## config.mk

```make
export PLATFORM = sky130hd
export DESIGN_NAME = step_stats
export DESIGN_NICKNAME = d
export VERILOG_FILES = /design/src/rtl/step_stats.sv
export SDC_FILE = /design/constraint.sdc
export NUM_CORES = 1
export LEC_CHECK = 0
export ABC_AREA = 1
export BUFFER_PORTS_ARGS = -buffer_cell sky130_fd_sc_hd__buf_2
export CORE_ASPECT_RATIO = 0.7
export CORE_MARGIN = 4
export CORE_UTILIZATION = 35
export DETAILED_ROUTE_END_ITERATION = 10
export GPL_ROUTABILITY_DRIVEN = 0
export HOLD_SLACK_MARGIN = 0.06
export PLACE_DENSITY = 0.53
export SLEW_MARGIN = 10
export SYNTH_ARGS = -nofsm -noshare
export SYNTH_HDL_FRONTEND = slang
export SYNTH_SLANG_ARGS = --single-unit
```

## constraint.sdc

```tcl
create_clock -name clk -period 4.1 [get_ports clk]
set_clock_uncertainty 0.05 [all_clocks]
set_input_delay 0.205 -clock clk [delete_from_list [all_inputs] [get_ports clk]]
set_output_delay 0.205 -clock clk [all_outputs]
set_load 0.01 [all_outputs]
```

## src/rtl/step_stats.sv

```systemverilog
// rtl/step_stats.sv - step counter with over-rate and high-activity statistics (optional distance via STEP_STATS_DIST_EN)
module step_stats #(
  parameter logic [15:0] SAT_MAX      = 16'd9999,
  parameter logic [8:0]  OVER_RATE    = 9'd32,
  parameter logic [3:0]  OVER_WINDOWS = 4'd9,
  parameter logic [8:0]  HI_RATE      = 9'd64,
  parameter logic [6:0]  HI_RUN       = 7'd60
) (
  input  logic        clk,
  input  logic        rst,
  input  logic        clr,
  input  logic        pulse,
  input  logic        sec_tick,
  output logic [15:0] step_count,
  output logic [7:0]  distance_hm,
  output logic [3:0]  over_secs,
  output logic [15:0] high_secs,
  output logic        high_act
);

  typedef enum logic [1:0] {IDLE, RUN, ACTIVE} state_t;

  state_t      state_q, state_d;
  logic        pulse_prev_q, tick_prev_q;
  logic [15:0] step_q, step_d;
  logic [7:0]  win_cnt_q, win_cnt_d;
  logic [3:0]  win_idx_q, win_idx_d;
  logic [3:0]  over_q, over_d;
  logic [15:0] high_q, high_d;
  logic [6:0]  run_len_q, run_len_d;
  logic        high_act_q, high_act_d;

  logic        pulse_edge, tick_edge, qual;
  logic [8:0]  win_val;
  logic [15:0] high_add;
  logic [16:0] high_sum;

  // Previous-sample registers start high so a level already present at reset release is not an edge
  always_ff @(posedge clk or posedge rst) begin
    if (rst) begin
      pulse_prev_q <= 1'b1;
      tick_prev_q  <= 1'b1;
    end else begin
      pulse_prev_q <= pulse;
      tick_prev_q  <= sec_tick;
    end
  end

  assign pulse_edge = pulse & ~pulse_prev_q;
  assign tick_edge  = sec_tick & ~tick_prev_q;

  // Counters, window bookkeeping and high-activity FSM next-state; clr overrides everything
  always_comb begin
    state_d    = state_q;
    step_d     = step_q;
    win_cnt_d  = win_cnt_q;
    win_idx_d  = win_idx_q;
    over_d     = over_q;
    run_len_d  = run_len_q;
    high_add   = 16'd0;
    win_val    = {1'b0, win_cnt_q} + {8'd0, pulse_edge};
    qual       = (win_val >= HI_RATE);

    if (pulse_edge) begin
      if (step_q < SAT_MAX) step_d = step_q + 16'd1;
      if (win_cnt_q != 8'hFF) win_cnt_d = win_cnt_q + 8'd1;
    end

    if (tick_edge) begin
      win_cnt_d = 8'd0;
      if (win_idx_q < OVER_WINDOWS) begin
        win_idx_d = win_idx_q + 4'd1;
        if (win_val > OVER_RATE) over_d = over_q + 4'd1;
      end
      case (state_q)
        IDLE: begin
          if (qual) begin
            state_d   = RUN;
            run_len_d = 7'd1;
          end
        end
        RUN: begin
          if (qual) begin
            run_len_d = run_len_q + 7'd1;
            if (run_len_q + 7'd1 == HI_RUN) begin
              state_d  = ACTIVE;
              high_add = {9'd0, HI_RUN};
            end
          end else begin
            state_d   = IDLE;
            run_len_d = 7'd0;
          end
        end
        ACTIVE: begin
          if (qual) begin
            high_add = 16'd1;
          end else begin
            state_d   = IDLE;
            run_len_d = 7'd0;
          end
        end
        default: begin
          state_d   = IDLE;
          run_len_d = 7'd0;
        end
      endcase
    end

    high_sum = {1'b0, high_q} + {1'b0, high_add};
    high_d   = high_sum[16] ? 16'hFFFF : high_sum[15:0];

    if (clr) begin
      state_d   = IDLE;
      step_d    = 16'd0;
      win_cnt_d = 8'd0;
      win_idx_d = 4'd0;
      over_d    = 4'd0;
      run_len_d = 7'd0;
      high_d    = 16'd0;
    end

    high_act_d = (state_d == ACTIVE);
  end

  // Statistics and FSM state registers
  always_ff @(posedge clk or posedge rst) begin
    if (rst) begin
      state_q    <= IDLE;
      step_q     <= 16'd0;
      win_cnt_q  <= 8'd0;
      win_idx_q  <= 4'd0;
      over_q     <= 4'd0;
      run_len_q  <= 7'd0;
      high_q     <= 16'd0;
      high_act_q <= 1'b0;
    end else begin
      state_q    <= state_d;
      step_q     <= step_d;
      win_cnt_q  <= win_cnt_d;
      win_idx_q  <= win_idx_d;
      over_q     <= over_d;
      run_len_q  <= run_len_d;
      high_q     <= high_d;
      high_act_q <= high_act_d;
    end
  end

  assign step_count = step_q;
  assign over_secs  = over_q;
  assign high_secs  = high_q;
  assign high_act   = high_act_q;

`ifdef STEP_STATS_DIST_EN
  logic [7:0] dist_q, dist_d;

  // Distance follows step_count one cycle later in 1024-step units
  always_comb begin
    dist_d = clr ? 8'd0 : {2'b00, step_q[15:10]};
  end

  // Distance register
  always_ff @(posedge clk or posedge rst) begin
    if (rst) dist_q <= 8'd0;
    else     dist_q <= dist_d;
  end

  assign distance_hm = dist_q;
`else
  assign distance_hm = 8'd0;
`endif

endmodule

```

# ---- After elaboration in Yosys (flattened, before gate mapping)
# Index checks and enable logic that the tools add are counted.
# W data, S select, Z words.
dict set report classes {
  n_addsub 7
  n_bitwise 4
  magnitude_cmp 4
  reduce_logical 13
  n_eq_ne 7
  mux 34
}
# op n
set op_table {}
lappend op_table {{$mux W16} 5}
lappend op_table {{$mux W7} 5}
lappend op_table {{$mux W8} 4}
lappend op_table {{$mux W4} 7}
lappend op_table {{$pmux W7 S3} 1}
lappend op_table {{$mux W6} 3}
lappend op_table {{$add A16 B16 Y17} 1}
lappend op_table {{$add A16 B1 Y16 const B} 1}
lappend op_table {{$lt A16 B14 Y1 const B} 1}
lappend op_table {{$mux W2} 6}
lappend op_table {{$pmux W6 S2} 1}
lappend op_table {{$reduce_bool A2 Y1} 5}
lappend op_table {{$add A8 B1 Y9} 1}
lappend op_table {{$ge A9 B7 Y1 const B} 1}
lappend op_table {{$gt A9 B6 Y1 const B} 1}
lappend op_table {{$add A4 B1 Y4 const B} 2}
lappend op_table {{$add A8 B1 Y8 const B} 1}
lappend op_table {{$ne A8 B8 Y1 const B} 1}
lappend op_table {{$add A7 B1 Y7 const B} 1}
lappend op_table {{$eq A7 B6 Y1 const B} 1}
lappend op_table {{$ne A3 B3 Y1 const B} 2}
lappend op_table {{$pmux W2 S3} 1}
lappend op_table {{$reduce_and A2 Y1} 3}
lappend op_table {{$reduce_and A3 Y1} 2}
lappend op_table {{other kinds (8)} 12}
dict set report word_totals {
  wordCells 79
  output_inout_bits 45
  in_bits 5
  register_bits 60
}

# ---- Logic depth before layout (Yosys ltp)
dict set report logic_depth {
  ltp_word 10
  depth_mapped 24
  ltp_nobuf 24
}

# ---- Worst setup path before layout
# OpenSTA, ideal clock, no wires.
dict set report synth_path {
  path_type {reg-to-reg}
  startpoint {register pulse_prev_q}
  endpoint {register high_q[9], in the netlist high_secs[9]}
  stages_incl_launch_ff 20
  t_arrival_ns 2.790
  period_less_slack_ns 2.904
  required_ns 3.987
  n_path_buf 0
  setup_slack_ns 1.196
  setup_time_ns 0.063
  cell_sequence {dfstp_2 -> nor2_1 -> ha_1 -> ha_1 -> nand2_1 -> nor2_1 -> nand3_1 -> nand2_2 -> a21boi_1 -> nand2_1 -> nor2_1 -> ha_1 -> a21oi_1 -> o21ai_0 -> nand2_1 -> o211ai_1 -> or2_2 -> nand3_1 -> nand2_1 -> inv_1}
}
dict set report synth_between {
  elab_chain_len 10
}
# element line_no
set synth_lines {}
lappend synth_lines {{start: declaration} 24} ;# logic pulse_prev_q, tick_prev_q;
lappend synth_lines {{start signal: assignment} 44} ;# pulse_prev_q <= pulse;
lappend synth_lines {{$not A1 Y1 (*)} 49} ;# assign pulse_edge = pulse & ~pulse_prev_q;
lappend synth_lines {{$and A1 B1 Y1 (*)} 49}
lappend synth_lines {{$add A8 B1 Y9 (*)} 61} ;# win_val = {1'b0, win_cnt_q} + {8'd0, pulse_edge};
lappend synth_lines {{$ge A9 B7 Y1 (*)} 62} ;# qual = (win_val >= HI_RATE);
lappend synth_lines {{$mux W1 / $mux W6 (equally long branches)} {95, 83}}
lappend synth_lines {{$pmux W6 S2 (*)} 75} ;# case (state_q)
lappend synth_lines {{$mux W6 (*)} 69} ;# if (tick_edge) begin
lappend synth_lines {{$add A16 B16 Y17 (*)} 109} ;# high_sum = {1'b0, high_q} + {1'b0, high_add};
lappend synth_lines {{$mux W16 (*)} 110} ;# high_d = high_sum[16] ? 16'hFFFF : high_sum[15:0];
lappend synth_lines {{$mux W16 (*)} 112} ;# if (clr) begin
lappend synth_lines {{net high_d[9]} 29} ;# logic [15:0] high_q, high_d;
lappend synth_lines {{end signal: assignment} 143} ;# high_q <= high_d;
lappend synth_lines {{end: declaration} 29}
# Mark *: on every way through the listed nets, which the timed path passes. The rest lies on a longest branch.
# A chain may end at the register's enable or synchronous reset.

# ---- Final worst setup path
dict set report layout_path {
  startpoint {input port pulse}
  endpoint {register high_q[13], in the netlist high_secs[13]}
}
dict set report layout_between {
  elab_chain_len 9
}
# element line_no
set layout_lines {}
lappend layout_lines {{start: declaration} 12} ;# input logic pulse,
lappend layout_lines {{$and A1 B1 Y1 (*)} 49}
lappend layout_lines {{$add A8 B1 Y9 (*)} 61}
lappend layout_lines {{$ge A9 B7 Y1 (*)} 62}
lappend layout_lines {{$mux W1 / $mux W6 (equally long branches)} {95, 83}}
lappend layout_lines {{$pmux W6 S2 (*)} 75}
lappend layout_lines {{$mux W6 (*)} 69}
lappend layout_lines {{$add A16 B16 Y17 (*)} 109}
lappend layout_lines {{$mux W16 (*)} 110}
lappend layout_lines {{$mux W16 (*)} 112}
lappend layout_lines {{net high_d[13]} 29}
# Marked as above.

==> results.json <==
{
  "worst_ir_drop_vdd_uv": 171,
  "tritoncts": "yes",
  "worstHoldPathType": "in -> async",
  "first_global_vias": 3077,
  "global_route_wire_length_before_repair_um": 15000,
  "critPathRequiredTime_ps": 4320,
  "layout.cells.most_common": "sky130_fd_sc_hd__nand2_1",
  "drt-total-wl_um": 8780,
  "finalCriticalPeriod_ps": 3600,
  "totalNegativeSetupSlack_ps": 0,
  "cts.repair.resized": 0,
  "status": "finished clean",
  "grt_max_degree": 61,
  "synth_edf_count": 0,
  "postCtsSetupRepairBufs": 0,
  "synthFlopType": "sky130_fd_sc_hd__dfrtp_1",
  "via_per_inst": 4.78,
  "rows": 31,
  "die_height_um": 94.9,
  "cts_buf_count": 9,
  "cap_violations": 0,
  "critPathArrivalTime_ps": 3810,
  "cts_buffer_depth": 2,
  "grt_overflow": 0,
  "grt_antenna_before_repair": 0,
  "sequential_share_of_the_synthesized_area": 0.398,
  "crit_path_max_incr_delay_ps": 510,
  "final-setup-viol-count": 0,
  "worst-slew-pin-transition_ps": 798,
  "leakage_nw": 2.17,
  "yosys_warnings": 0,
  "rsz0062_at_grt": "no",
  "critical_path_peak_fanout": 4,
  "grt_use_total": 0.148,
  "place_hpwl_um": 6430,
  "initial_utilization": 0.362,
  "cp_common_cell": "sky130_fd_sc_hd__nand2_1",
  "cts.htree.levels": 3,
  "share_of_flip_flops_with_an_asynchronous_set_or_reset_after_synthesis": 1.00,
  "gate_count_post_synth": 505,
  "hold_viol_final": 0,
  "final-max-slew-violation-count": 0,
  "worst-setup-path-type": "in -> reg",
  "clock_insertion_delay_worst_skew_ps": 330,
  "coreArea_um2": 10400,
  "drtAntennaViolNets": 0,
  "postLayoutCoreUtil": 0.420,
  "synth_cell_types": 39,
  "max-slew-margin-rel": 0.468,
  "insertedDiodeCount": 0,
  "post_route_cells_drive_above_1_share": 0.146,
  "fmax_mhz": 278,
  "fillCellCount": 1092,
  "fp.dieArea_um2": 12600,
  "min_period_over_period": 0.877,
  "crit_path_top_delay_cell": "sky130_fd_sc_hd__dlygate4sd3_1",
  "chipWidth_um": 132,
  "synth.ff_latch_count": 60,
  "numClockSinks": 60,
  "critPathLaunchType": "input pin",
  "first_pass_iters": 4,
  "synth.cell_area_um2": 3780,
  "mean_cell_area_of_the_mapped_netlist_um2": 7.48,
  "port_buffers": 41,
  "initialDrtViolationCount": 264,
  "hold-worst-slack_ps": 40.5,
  "power-per-cell-area_nw_per_um2": 323,
  "cts.clk_slew.worst_paths_ps": 50,
  "final_cell_mix": "132 x sky130_fd_sc_hd__nand2_1, 58 x sky130_fd_sc_hd__dfrtp_1, 56 x sky130_fd_sc_hd__inv_1",
  "finalNetCount": 574,
  "worstSetupEndpointType": "flip-flop",
  "number_of_placed_i_o_pins": 50,
  "vias": 3288,
  "syn_to_final_growth_pct": 16.0,
  "detail_route.wl_per_cell_um": 12.8,
  "clock-root-buffer": "sky130_fd_sc_hd__clkbuf_16",
  "remaining_drc_errors": 0,
  "crit_chain": "dlygate4sd3_1 -> buf_2 -> inv_1 -> nor2_1 -> ha_1 -> ha_1 -> nand3_1 -> o21bai_1 -> nand2_2 -> a21boi_1 -> nand2_1 -> nor2_1 -> ha_1 -> nand3_1 -> nand3_1 -> nand2_1 -> nand2_1 -> inv_1 -> nor3_1 -> nand2_1 -> nand2_1 -> o21ai_0 -> inv_1"
}
[Yosys cell counts, types with 3 or more instances]
cell	n	area, µm²
sky130_fd_sc_hd__o21ai_1	7	35.0
sky130_fd_sc_hd__buf_2	3	15.0
sky130_fd_sc_hd__nand2_1	132	495
sky130_fd_sc_hd__inv_2	4	15.0
sky130_fd_sc_hd__nand3_1	47	235
sky130_fd_sc_hd__xnor2_1	10	87.6
sky130_fd_sc_hd__inv_1	57	214
sky130_fd_sc_hd__o211ai_1	3	22.5
sky130_fd_sc_hd__nand2_2	5	31.3
sky130_fd_sc_hd__o21a_1	3	22.5
sky130_fd_sc_hd__ha_1	18	225
sky130_fd_sc_hd__or2_2	5	31.3
sky130_fd_sc_hd__nand4_1	4	25.0
sky130_fd_sc_hd__nor2_1	47	176
sky130_fd_sc_hd__nor3_1	9	45.0
sky130_fd_sc_hd__dfrtp_1	58	1450
sky130_fd_sc_hd__a21oi_1	24	120
sky130_fd_sc_hd__buf_4	8	60.1
sky130_fd_sc_hd__o21ai_0	21	105
sky130_fd_sc_hd__xor2_1	12	105
sky130_fd_sc_hd__clkbuf_1	3	11.3
[critical path: cells and delay by family]
kind,cells,cell delay (ps)
AOI/OAI and AO/OA,3,450
adders and majority gates,3,650
buffers and inverters,5,850
and+or+nand+nor,12,1660
[through the flow]
step           power (mW)  instances  setup WS [ps]  area, µm²
3_3_place_gp        0.704        670            889       4080
2_1_floorplan       0.687        512           1200       3810
3_5_place_dp        0.707        670            702       4080
5_1_grt              1.48        688           33.6       4390
6_report             1.41        688            503       4390
4_1_cts              1.44        688            525       4390
[state kept, by name, indices dropped and copies added (netlist names)]
name,count
tick_prev_q,1
pulse_prev_q,1
state_q,2
win_idx_q,4
run_len_q,7
over_secs,4
win_cnt_q,8
high_secs,16
step_count,16
high_act,1
[what timing repair did]
item / in CTS / in global routing
endpoints found under the setup margin: 0 / 0
hold endpoints to repair: 2 / 0
hold buffers: 2 / 0
[report_power, final]
part	internal [mW]	leakage [nW]	switching [mW]
combinational	0.0232	1.21	0.0609
clock	0.458	0.140	0.260
sequential	0.604	0.826	0.00878
total	1.08	2.17	0.330
[final timing paths]
| path | startpoint | end | slack, ps | cells past startpoint |
|---|---|---|---|---|
| min in group clk | clr | step_count[15] | 350 | 2 |
| setup reg to reg | pulse_prev_q | high_secs[13] | 670 | 20 |
| hold reg to reg | win_idx_q[3] | win_idx_q[3] | 450 | 1 |
| max in group asynchronous | rst | high_secs[9] | 3420 | 3 |
| hold / removal | rst | high_secs[10] | 40 | 3 |
| setup / recovery | pulse | high_secs[13] | 500 | 23 |
[layer usage]
metal,vias to the layer above,track usage,share of wire
met4,0,0.0493,0.0090
met1,1501,0.219,0.55
li1,1705,-,-
met2,73,0.207,0.39
met3,9,0.0399,0.053
met5,-,0,0
[final cells by class]
cell class | count | area, µm² | area share
multi-input combinational | 375 | 1970 | 0.450
sequential | 60 | 1500 | 0.343
clock buffer | 15 | 278 | 0.0633
timing repair buffer | 44 | 233 | 0.0531
inverter | 61 | 229 | 0.0522
tap | 132 | 165 | 0.0377
clock inverter | 1 | 5.00 | 0.00114
[cell families after synthesis]
logic type	count (synthesis)	synth area share
adder cells (fa/ha/maj)	18	0.0596
flip-flops	60	0.398
other	1	0.000992
XOR/XNOR	22	0.0510
AO/OA/AOI/OAI	65	0.0980
AND/OR/NAND/NOR	262	0.305
buffers and inverters	77	0.0874
(Power assumes the default switching activity.)
